File: src/rtl/lcd_write_sequencer_pkg.sv
// rtl/lcd_write_sequencer_pkg.sv - shared types, tables and timing constants for the LCD write sequencer
package lcd_write_sequencer_pkg;

    typedef enum logic [2:0] {
        ST_PWR,
        ST_INIT_NIB,
        ST_INIT_WAIT,
        ST_IDLE,
        ST_UPPER,
        ST_LOWER,
        ST_WAIT
    } state_t;

    localparam int CNT_W = 22;

    // lcd_flags bit positions
    localparam int FLAG_RS = 1;
    localparam int FLAG_E  = 0;

    localparam logic [3:0] INIT_NIBS  [4] = '{4'h3, 4'h3, 4'h3, 4'h2};
    localparam logic [7:0] INIT_BYTES [4] = '{8'h28, 8'h06, 8'h0C, 8'h01};

    localparam int unsigned DEF_T_POWERUP  = 753664;
    localparam int unsigned DEF_T_INIT_GAP = 212992;
    localparam int unsigned DEF_T_BYTE     = 4096;
    localparam int unsigned DEF_T_LONG     = 98304;

    // Slot-relative cycle marks for E pulses and nibble switch-over
    localparam logic [CNT_W-1:0] E1_START = CNT_W'(16);
    localparam logic [CNT_W-1:0] E1_END   = CNT_W'(31);
    localparam logic [CNT_W-1:0] LO_START = CNT_W'(96);
    localparam logic [CNT_W-1:0] E2_START = CNT_W'(112);
    localparam logic [CNT_W-1:0] E2_END   = CNT_W'(127);

    function automatic logic [7:0] hex_ascii(input logic [3:0] d);
        return (d <= 4'd9) ? (8'h30 + {4'h0, d}) : (8'h37 + {4'h0, d});
    endfunction

    // Clear and home commands need the long execution slot
    function automatic logic is_long_cmd(input logic rs, input logic [7:0] b);
        return !rs && ((b == 8'h01) || (b == 8'h02) || (b == 8'h03));
    endfunction

endpackage

File: src/rtl/lcd_write_sequencer_if.sv
// rtl/lcd_write_sequencer_if.sv - requester A/B handshake bundle for the LCD write sequencer
// master: requester side (drives valid/rs/hex/byte), slave: sequencer side (drives ready).
interface lcd_write_sequencer_if;
    logic       a_valid;
    logic       a_rs;
    logic       a_hex;
    logic [7:0] a_byte;
    logic       a_ready;
    logic       b_valid;
    logic       b_rs;
    logic       b_hex;
    logic [7:0] b_byte;
    logic       b_ready;

    modport master (
        output a_valid, a_rs, a_hex, a_byte, b_valid, b_rs, b_hex, b_byte,
        input  a_ready, b_ready
    );

    modport slave (
        input  a_valid, a_rs, a_hex, a_byte, b_valid, b_rs, b_hex, b_byte,
        output a_ready, b_ready
    );
endinterface

File: src/rtl/lcd_write_sequencer_nibble_tx.sv
// rtl/lcd_write_sequencer_nibble_tx.sv - slot counter and E/data waveform generator (lcd_nibble_tx)
// Ports: i_clk/i_rst clock and sync reset; i_clr restarts the slot counter;
// i_active/i_nib_only select waveform; i_last_cnt final slot cycle; i_hi/i_lo nibbles;
// o_cnt slot counter, o_last final cycle flag, o_e enable strobe, o_data DB7..DB4.
module lcd_nibble_tx
    import lcd_write_sequencer_pkg::*;
(
    input  logic             i_clk,
    input  logic             i_rst,
    input  logic             i_clr,
    input  logic             i_active,
    input  logic             i_nib_only,
    input  logic [CNT_W-1:0] i_last_cnt,
    input  logic [3:0]       i_hi,
    input  logic [3:0]       i_lo,
    output logic [CNT_W-1:0] o_cnt,
    output logic             o_last,
    output logic             o_e,
    output logic [3:0]       o_data
);

    logic [CNT_W-1:0] r_cnt;
    logic             w_e1;
    logic             w_e2;

    always_ff @(posedge i_clk) begin
        if (i_rst || i_clr) begin
            r_cnt <= '0;
        end else begin
            r_cnt <= r_cnt + 1'b1;
        end
    end

    assign o_cnt  = r_cnt;
    assign o_last = (r_cnt == i_last_cnt);
    assign w_e1   = (r_cnt >= E1_START) && (r_cnt <= E1_END);
    assign w_e2   = (r_cnt >= E2_START) && (r_cnt <= E2_END);
    assign o_e    = i_active && (w_e1 || (!i_nib_only && w_e2));

    // Data switches only at cycles 0, 96 and the final cycle, all outside E pulses
    always_comb begin
        o_data = 4'h0;
        if (i_active) begin
            if (i_nib_only) begin
                o_data = i_hi;
            end else if (o_last) begin
                o_data = 4'h0;
            end else if (r_cnt < LO_START) begin
                o_data = i_hi;
            end else begin
                o_data = i_lo;
            end
        end
    end

endmodule

File: src/rtl/lcd_write_sequencer.sv
// rtl/lcd_write_sequencer.sv - HD44780 4-bit write sequencer with power-up init and A/B round-robin arbiter
// Ports: qzt_clk clock; rst sync active-high reset; req requester handshake (slave);
// init_done init complete; busy not IDLE; lcd_flags {RS,E}; lcd_data DB7..DB4.
// Optional macro LCD_SEQ_HEX_EN: converts hex=1 requests to ASCII digits on capture.
module lcd_write_sequencer
    import lcd_write_sequencer_pkg::*;
#(
    parameter int unsigned T_POWERUP  = DEF_T_POWERUP,
    parameter int unsigned T_INIT_GAP = DEF_T_INIT_GAP,
    parameter int unsigned T_BYTE     = DEF_T_BYTE,
    parameter int unsigned T_LONG     = DEF_T_LONG
) (
    input  logic                 qzt_clk,
    input  logic                 rst,
    lcd_write_sequencer_if.slave req,
    output logic                 init_done,
    output logic                 busy,
    output logic [1:0]           lcd_flags,
    output logic [3:0]           lcd_data
);

    localparam logic [CNT_W-1:0] L_PWR_END  = CNT_W'(T_POWERUP - 1);
    localparam logic [CNT_W-1:0] L_GAP_END  = CNT_W'(T_INIT_GAP - 1);
    localparam logic [CNT_W-1:0] L_BYTE_END = CNT_W'(T_BYTE - 1);
    localparam logic [CNT_W-1:0] L_LONG_END = CNT_W'(T_LONG - 1);

    state_t           r_state;
    state_t           w_next;
    logic [1:0]       r_idx;
    logic             r_rs;
    logic [7:0]       r_byte;
    logic             r_init_done;
    logic             r_last_b;

    logic [CNT_W-1:0] w_cnt;
    logic [CNT_W-1:0] w_last_cnt;
    logic             w_last;
    logic             w_e;
    logic [3:0]       w_data;
    logic             w_clr;
    logic             w_in_slot;
    logic             w_can_accept;
    logic             w_grant_a;
    logic             w_grant_b;
    logic [7:0]       w_a_byte;
    logic [7:0]       w_b_byte;
    logic [3:0]       w_hi;

`ifdef LCD_SEQ_HEX_EN
    assign w_a_byte = req.a_hex ? hex_ascii(req.a_byte[3:0]) : req.a_byte;
    assign w_b_byte = req.b_hex ? hex_ascii(req.b_byte[3:0]) : req.b_byte;
`else
    assign w_a_byte = req.a_byte;
    assign w_b_byte = req.b_byte;
`endif

    // Round robin: a lone requester wins, on contention the one not served last wins
    assign w_can_accept = (r_state == ST_IDLE) && r_init_done;
    assign w_grant_a    = w_can_accept && req.a_valid && (!req.b_valid || r_last_b);
    assign w_grant_b    = w_can_accept && req.b_valid && !w_grant_a;

    assign w_in_slot  = (r_state == ST_UPPER) || (r_state == ST_LOWER) || (r_state == ST_WAIT);
    assign w_last_cnt = is_long_cmd(r_rs, r_byte) ? L_LONG_END : L_BYTE_END;
    assign w_hi       = (r_state == ST_INIT_NIB) ? INIT_NIBS[r_idx] : r_byte[7:4];
    // The counter runs continuously through UPPER->LOWER->WAIT so it stays slot-relative
    assign w_clr      = (w_next != r_state) && (w_next != ST_LOWER) && (w_next != ST_WAIT);

    lcd_nibble_tx u_tx (
        .i_clk      (qzt_clk),
        .i_rst      (rst),
        .i_clr      (w_clr),
        .i_active   (w_in_slot || (r_state == ST_INIT_NIB)),
        .i_nib_only (r_state == ST_INIT_NIB),
        .i_last_cnt (w_last_cnt),
        .i_hi       (w_hi),
        .i_lo       (r_byte[3:0]),
        .o_cnt      (w_cnt),
        .o_last     (w_last),
        .o_e        (w_e),
        .o_data     (w_data)
    );

    always_ff @(posedge qzt_clk) begin
        if (rst) begin
            r_state <= ST_PWR;
        end else begin
            r_state <= w_next;
        end
    end

    always_comb begin
        w_next = r_state;
        case (r_state)
            ST_PWR:       if (w_cnt == L_PWR_END) w_next = ST_INIT_NIB;
            ST_INIT_NIB:  if (w_cnt == E1_END) w_next = ST_INIT_WAIT;
            ST_INIT_WAIT: if (w_cnt == L_GAP_END) w_next = (r_idx == 2'd3) ? ST_UPPER : ST_INIT_NIB;
            ST_IDLE:      if (w_grant_a || w_grant_b) w_next = ST_UPPER;
            ST_UPPER:     if (w_cnt == LO_START - 1'b1) w_next = ST_LOWER;
            ST_LOWER:     if (w_cnt == E2_END) w_next = ST_WAIT;
            ST_WAIT:      if (w_last) w_next = (r_init_done || r_idx == 2'd3) ? ST_IDLE : ST_UPPER;
            default:      w_next = ST_PWR;
        endcase
    end

    always_comb begin
        busy                = (r_state != ST_IDLE);
        init_done           = r_init_done;
        lcd_flags           = 2'b00;
        lcd_flags[FLAG_E]   = w_e;
        lcd_flags[FLAG_RS]  = w_in_slot && r_rs;
        lcd_data            = w_data;
        req.a_ready         = w_grant_a;
        req.b_ready         = w_grant_b;
    end

    // r_idx walks the nibble table, then is reused to walk the init byte table
    always_ff @(posedge qzt_clk) begin
        if (rst) begin
            r_idx       <= 2'd0;
            r_rs        <= 1'b0;
            r_byte      <= 8'h00;
            r_init_done <= 1'b0;
            r_last_b    <= 1'b1;
        end else if (r_state == ST_INIT_WAIT && w_cnt == L_GAP_END) begin
            r_idx <= r_idx + 2'd1;
            if (r_idx == 2'd3) begin
                r_byte <= INIT_BYTES[0];
                r_rs   <= 1'b0;
            end
        end else if (r_state == ST_WAIT && w_last && !r_init_done) begin
            if (r_idx == 2'd3) begin
                r_init_done <= 1'b1;
            end else begin
                r_idx  <= r_idx + 2'd1;
                r_byte <= INIT_BYTES[r_idx + 2'd1];
            end
        end else if (w_grant_a) begin
            r_rs     <= req.a_rs;
            r_byte   <= w_a_byte;
            r_last_b <= 1'b0;
        end else if (w_grant_b) begin
            r_rs     <= req.b_rs;
            r_byte   <= w_b_byte;
            r_last_b <= 1'b1;
        end
    end

endmodule

File: src/flat_wrapper.sv
// flat-port wrapper written by rule: the top's interface ports become plain ports
module lcd_write_sequencer_flat import lcd_write_sequencer_pkg::*;
#(
    parameter int unsigned T_POWERUP  = DEF_T_POWERUP,
    parameter int unsigned T_INIT_GAP = DEF_T_INIT_GAP,
    parameter int unsigned T_BYTE     = DEF_T_BYTE,
    parameter int unsigned T_LONG     = DEF_T_LONG
)
  (qzt_clk, rst, init_done, busy, lcd_flags, lcd_data, req_a_valid, req_a_rs, req_a_hex, req_a_byte, req_b_valid, req_b_rs, req_b_hex, req_b_byte, req_a_ready, req_b_ready);
  lcd_write_sequencer_if req_i ();
  input  logic qzt_clk;
  input  logic rst;
  output logic init_done;
  output logic busy;
  output logic [1:0] lcd_flags;
  output logic [3:0] lcd_data;
  input wire logic [$bits(req_i.a_valid)-1:0] req_a_valid;
  input wire logic [$bits(req_i.a_rs)-1:0] req_a_rs;
  input wire logic [$bits(req_i.a_hex)-1:0] req_a_hex;
  input wire logic [$bits(req_i.a_byte)-1:0] req_a_byte;
  input wire logic [$bits(req_i.b_valid)-1:0] req_b_valid;
  input wire logic [$bits(req_i.b_rs)-1:0] req_b_rs;
  input wire logic [$bits(req_i.b_hex)-1:0] req_b_hex;
  input wire logic [$bits(req_i.b_byte)-1:0] req_b_byte;
  output wire logic [$bits(req_i.a_ready)-1:0] req_a_ready;
  output wire logic [$bits(req_i.b_ready)-1:0] req_b_ready;
  assign req_i.a_valid = req_a_valid;
  assign req_i.a_rs = req_a_rs;
  assign req_i.a_hex = req_a_hex;
  assign req_i.a_byte = req_a_byte;
  assign req_i.b_valid = req_b_valid;
  assign req_i.b_rs = req_b_rs;
  assign req_i.b_hex = req_b_hex;
  assign req_i.b_byte = req_b_byte;
  assign req_a_ready = req_i.a_ready;
  assign req_b_ready = req_i.b_ready;
  lcd_write_sequencer #(.T_POWERUP(T_POWERUP), .T_INIT_GAP(T_INIT_GAP), .T_BYTE(T_BYTE), .T_LONG(T_LONG)) u_core (.qzt_clk(qzt_clk), .rst(rst), .req(req_i), .init_done(init_done), .busy(busy), .lcd_flags(lcd_flags), .lcd_data(lcd_data));
endmodule
File: config.mk
export PLATFORM = sky130hd
export DESIGN_NAME = lcd_write_sequencer_flat
export DESIGN_NICKNAME = d
export VERILOG_FILES = /design/src/rtl/lcd_write_sequencer_pkg.sv /design/src/rtl/lcd_write_sequencer_if.sv /design/src/rtl/lcd_write_sequencer_nibble_tx.sv /design/src/rtl/lcd_write_sequencer.sv /design/src/flat_wrapper.sv
export SDC_FILE = /design/constraint.sdc
export NUM_CORES = 1
export LEC_CHECK = 0
export ABC_CLOCK_PERIOD_IN_PS = 4900
export BUFFER_PORTS_ARGS = -buffer_cell sky130_fd_sc_hd__buf_2
export CELL_PAD_IN_SITES_DETAIL_PLACEMENT = 1
export CELL_PAD_IN_SITES_GLOBAL_PLACEMENT = 1
export CORE_AREA = 2 2 78 80
export DETAILED_ROUTE_END_ITERATION = 16
export DIE_AREA = 0 0 80 82
export PLACE_DENSITY_LB_ADDON = 0.1
export SLEW_MARGIN = 10
export SYNTH_ARGS = -nofsm -noshare
export SYNTH_HDL_FRONTEND = slang
export SYNTH_SLANG_ARGS = --single-unit
File: constraint.sdc
create_clock -name qzt_clk -period 4.9 [get_ports qzt_clk]
set_input_delay 0.98 -clock qzt_clk [delete_from_list [all_inputs] [get_ports qzt_clk]]
set_output_delay 0.98 -clock qzt_clk [all_outputs]
set_load 0.01 [all_outputs]
==> key figures <==
Status
  • Status: complete, no violations

STA
  • Worst slew pin tran: 897 ps
  • Final Hold Viols: 0
  • Finish-stage setup viols: 0
  • Sum Neg Setup Slack: 0 ps
  • Worst slew margin: 40.2%
  • Clock skew: 8.86 ps
  • Min Tclk post-route: 3760 ps
  • Fmax: 266 MHz
  • Tcrit/Tclk final: 76.7%
  • Fin. max-slew vios: 0
  • Worst setup margin: 1140 ps
  • RSZ-0062 raised after global routing: false

Clocking
  • Setup bufs post-CTS: 0
  • CTS max path bufs: 2
  • Post-CTS resize count: 0
  • CTS tree: done
  • CTS sink cnt: 38
  • # H-tree levels: 2
  • Clock root buffer: clkbuf_8
  • # hold bufs at CTS: 0
  • Clk_lat worst skew: 290 ps
  • Clock Pin Slew Worst Setup and Hold Paths: 80 ps
  • Total CTS buffers: 5

Worst setup path
  • R2r startpoint: u_core.u_tx.o_cnt[0]
  • Crit-path max FO: 5
  • Crit path required time: 3920 ps
  • Worst r2r path cells: 9
  • R2R setup slack: 1680 ps
  • CP most frequent cell: nand2_1
  • Worst setup path start: u_core.u_tx.o_cnt[18]
  • Critical path capture point type: output port
  • CP endpoint: lcd_data[1]
  • CP max stage delay: 590 ps
  • Crit path kind: register to output port
  • Startpoint types: register
  • Critical Path Slowest Stage Cell: or4_4
  • CP arrival: 2780 ps
  • End of the worst register-to-register path: u_core.u_tx.o_cnt[7]
  • Critical path cell sequence: or4_4, nor4_4, nor3b_4, nand2_1, mux2_2, nand2_1, a21oi_1, buf_2

GRT
  • Pin count of the biggest net entering global routing: 22
  • First-pass GRT wire length: 11400 um
  • Gr ovfl total: 0
  • Initial antenna violation count: 0
  • Number of global-route vias before repair: 2240
  • Total GRT Usage: 22.6%

Routing
  • DR vias/cell: 5.82
  • Antenna Nets Post-Route: 0
  • DRT Pass-1 Iters: 4
  • Via count: 2391
  • DRT iter0 DRCs: 157
  • DRC Markers: 0
  • Routed Wire Length: 7010 um
  • WL/cell: 17.1 um

Synth
  • Cells after Synth: 312
  • Seq/Total Area, Yosys: 30.8%
  • Synth Area in XOR/XNOR: 8.15%
  • Post-synth EDFFs: 0
  • Asr flop ratio synth: 0%
  • Post-synth top area cell: dfxtp_1
  • Cell variety after synth: 57
  • Post-Synth Simple-Gate Area: 31.1%
  • Mapped Avg Cell Area: 7.92 sq um
  • Synth Area in Adders: 2.53%
  • Ranking of synthesized cells by area: dfxtp_1 31%, nor2_1 6.4%, nand3_1 5.5%, xor2_1 5.0%, mux2i_1 4.0%
  • Largest family of logic cells by synthesized area: simple AND/OR/NAND/NOR gates
  • Syn nets: 341
  • Top_reg_cell synth: dfxtp_1
  • Synth Area in Compound Gates: 15.4%
  • Synth top area share: 30.8%
  • Synth Cell Area: 0.00247 sq mm
  • Proportion of synthesized area in mux cells: 6.33%
  • Yosys warns: 0
  • Seq cells post-synth: 38

Floorplanning
  • I/O pins: 34
  • Area of the die: 0.00656 sq mm
  • Die W: 80 um
  • CORE AREA: 0.00575 sq mm
  • Placement Rows: 28
  • Die Ht: 82 um
  • Starting Density: 43.0%

Place
  • Dpl ws: 1470 ps
  • Placed inst area: 0.00267 sq mm
  • Port Buffer Count: 31
  • RD Place Congestion: 0.805
  • Placed Cells: 403
  • Post-DP HPWL: 5070 um

Power
  • Lkg Pwr: 1.07 nW
  • Internal: 0.000474 W
  • P per Cell Area: 220 mW/mm^2
  • Comb power frac: 4.4%
  • Maximum VDD drop: 0.129 mV
  • Psw: 0.000136 W
  • Sw frac: 22.3%
  • Clock power share: 44.1%
  • Flop pwr share: 51.4%

Worst hold path
  • Hold Crit Class: register to register

Final layout
  • Final Cell Area: 0.00277 sq mm
  • # diodes: 0
  • Final Net Count: 364
  • Fraction of layout cells with a size suffix above 1: 17.9%
  • Syn-to-layout area delta: 12.2%
  • Final std cells w/o fill: 411

Run
  • Max_cap viols: 0
-- cell usage in the layout (no fill, tap or decap), types with 6 or more instances in the layout --
cell      Yosys  layout
xnor2_1       9       9
nor2_1       42      42
and3_1        8       8
nand3_1      27      27
nand2_1      25      25
nand4_1       8       8
inv_1        15      15
xor2_1       14      14
dfxtp_1      38      38
buf_2         5      31
a21oi_1       9       9
o21ai_0       7       7
o211ai_1      6       6
mux2i_1      10      10
nor4_1        7       6
-- sequential cells by signal, indices dropped and copies added (netlist names) --
signal,count
u_core.u_tx.o_cnt,22
u_core.r_rs,1
u_core.init_done,1
u_core.r_idx,2
u_core.r_last_b,1
u_core.r_state,3
u_core.r_byte,8
-- critical path, delay by kind of cell, from the launching register on --
| family | cells | cell delay (ps) |
|---|---|---|
| simple gates | 5 | 1510 |
| flops | 1 | 360 |
| buf+inv | 1 | 150 |
| compound gates | 1 | 200 |
| mux | 1 | 260 |
-- worst min path at each step --
stage                startpoint               end  slack (ps)  cells after the start
2_1_floorplan   u_core.r_last_b   u_core.r_last_b         470                      2
6_report       u_core.r_byte[3]  u_core.r_byte[3]         510                      2
4_1_cts        u_core.r_byte[3]  u_core.r_byte[3]         520                      2
5_1_grt         u_core.r_last_b   u_core.r_last_b         540                      2
3_5_place_dp   u_core.r_byte[3]  u_core.r_byte[3]         500                      2
3_3_place_gp   u_core.r_byte[1]  u_core.r_byte[1]         500                      2
-- cell usage after synthesis (all sizes together) (3+ instances only) --
library cell and number:
a31oi 4, clkbuf 10, a311oi 3, o21ai 9, xnor2 9, a21oi 10
o211ai 6, nor2 43, ha 5, nor3 5, nand2b 3, nand2 25
o22ai 5, inv 15, xor2 14, nand4 8, or4 3, buf 8
dfxtp 38, and3 8, nor4 8, nand3 28, and2 3, mux2 5
mux2i 10
-- routing by layer --
metal	up-vias	track usage (%)	wire, um
met4	0	8.14	123
met3	15	5.05	344
met1	1169	31.6	3350
met2	48	34.2	3190
met5	-	0	0
li1	1159	-	-
-- power by group through the flow --
| stage | Sequential, W | Combinational [W] | Clock [W] |
|---|---|---|---|
| final | 0.000313 | 0.0000270 | 0.000269 |
| after global routing | 0.000314 | 0.0000313 | 0.000292 |
| after CTS | 0.000314 | 0.0000277 | 0.000274 |
| after floorplan | 0.000320 | 0.0000165 | 0 |
| after global placement | 0.000321 | 0.0000263 | 0 |
| after detailed placement | 0.000321 | 0.0000273 | 0 |
-- cells by family after synthesis --
kind of cell,count (synthesis)
buffers and inverters,33
multiplexers,15
adder cells (fa/ha/maj),5
flip-flops,38
XOR/XNOR,23
AND/OR/NAND/NOR,146
AO/OA/AOI/OAI,52
-- area by class of cell --
cell class | count | area (sq um)
Inverter | 15 | 56.3
Timing Repair Buffer | 34 | 178
Clock inverter | 3 | 40.0
Tap cell | 75 | 93.8
Sequential cell | 38 | 761
Clock buffer | 5 | 68.8
Fill cell | 715 | 2970
Multi-Input combinational cell | 241 | 1580
-- per-stage QoR --
step           total power (W)  util [%]  hold WS [ps]
2_1_floorplan         0.000337         -           465
3_3_place_gp          0.000347      46.4           498
3_5_place_dp          0.000348      46.4           502
4_1_cts               0.000615      48.3           519
5_1_grt               0.000637      48.3           544
6_report              0.000609      48.3           515
Power figures use the tool's default switching activity.
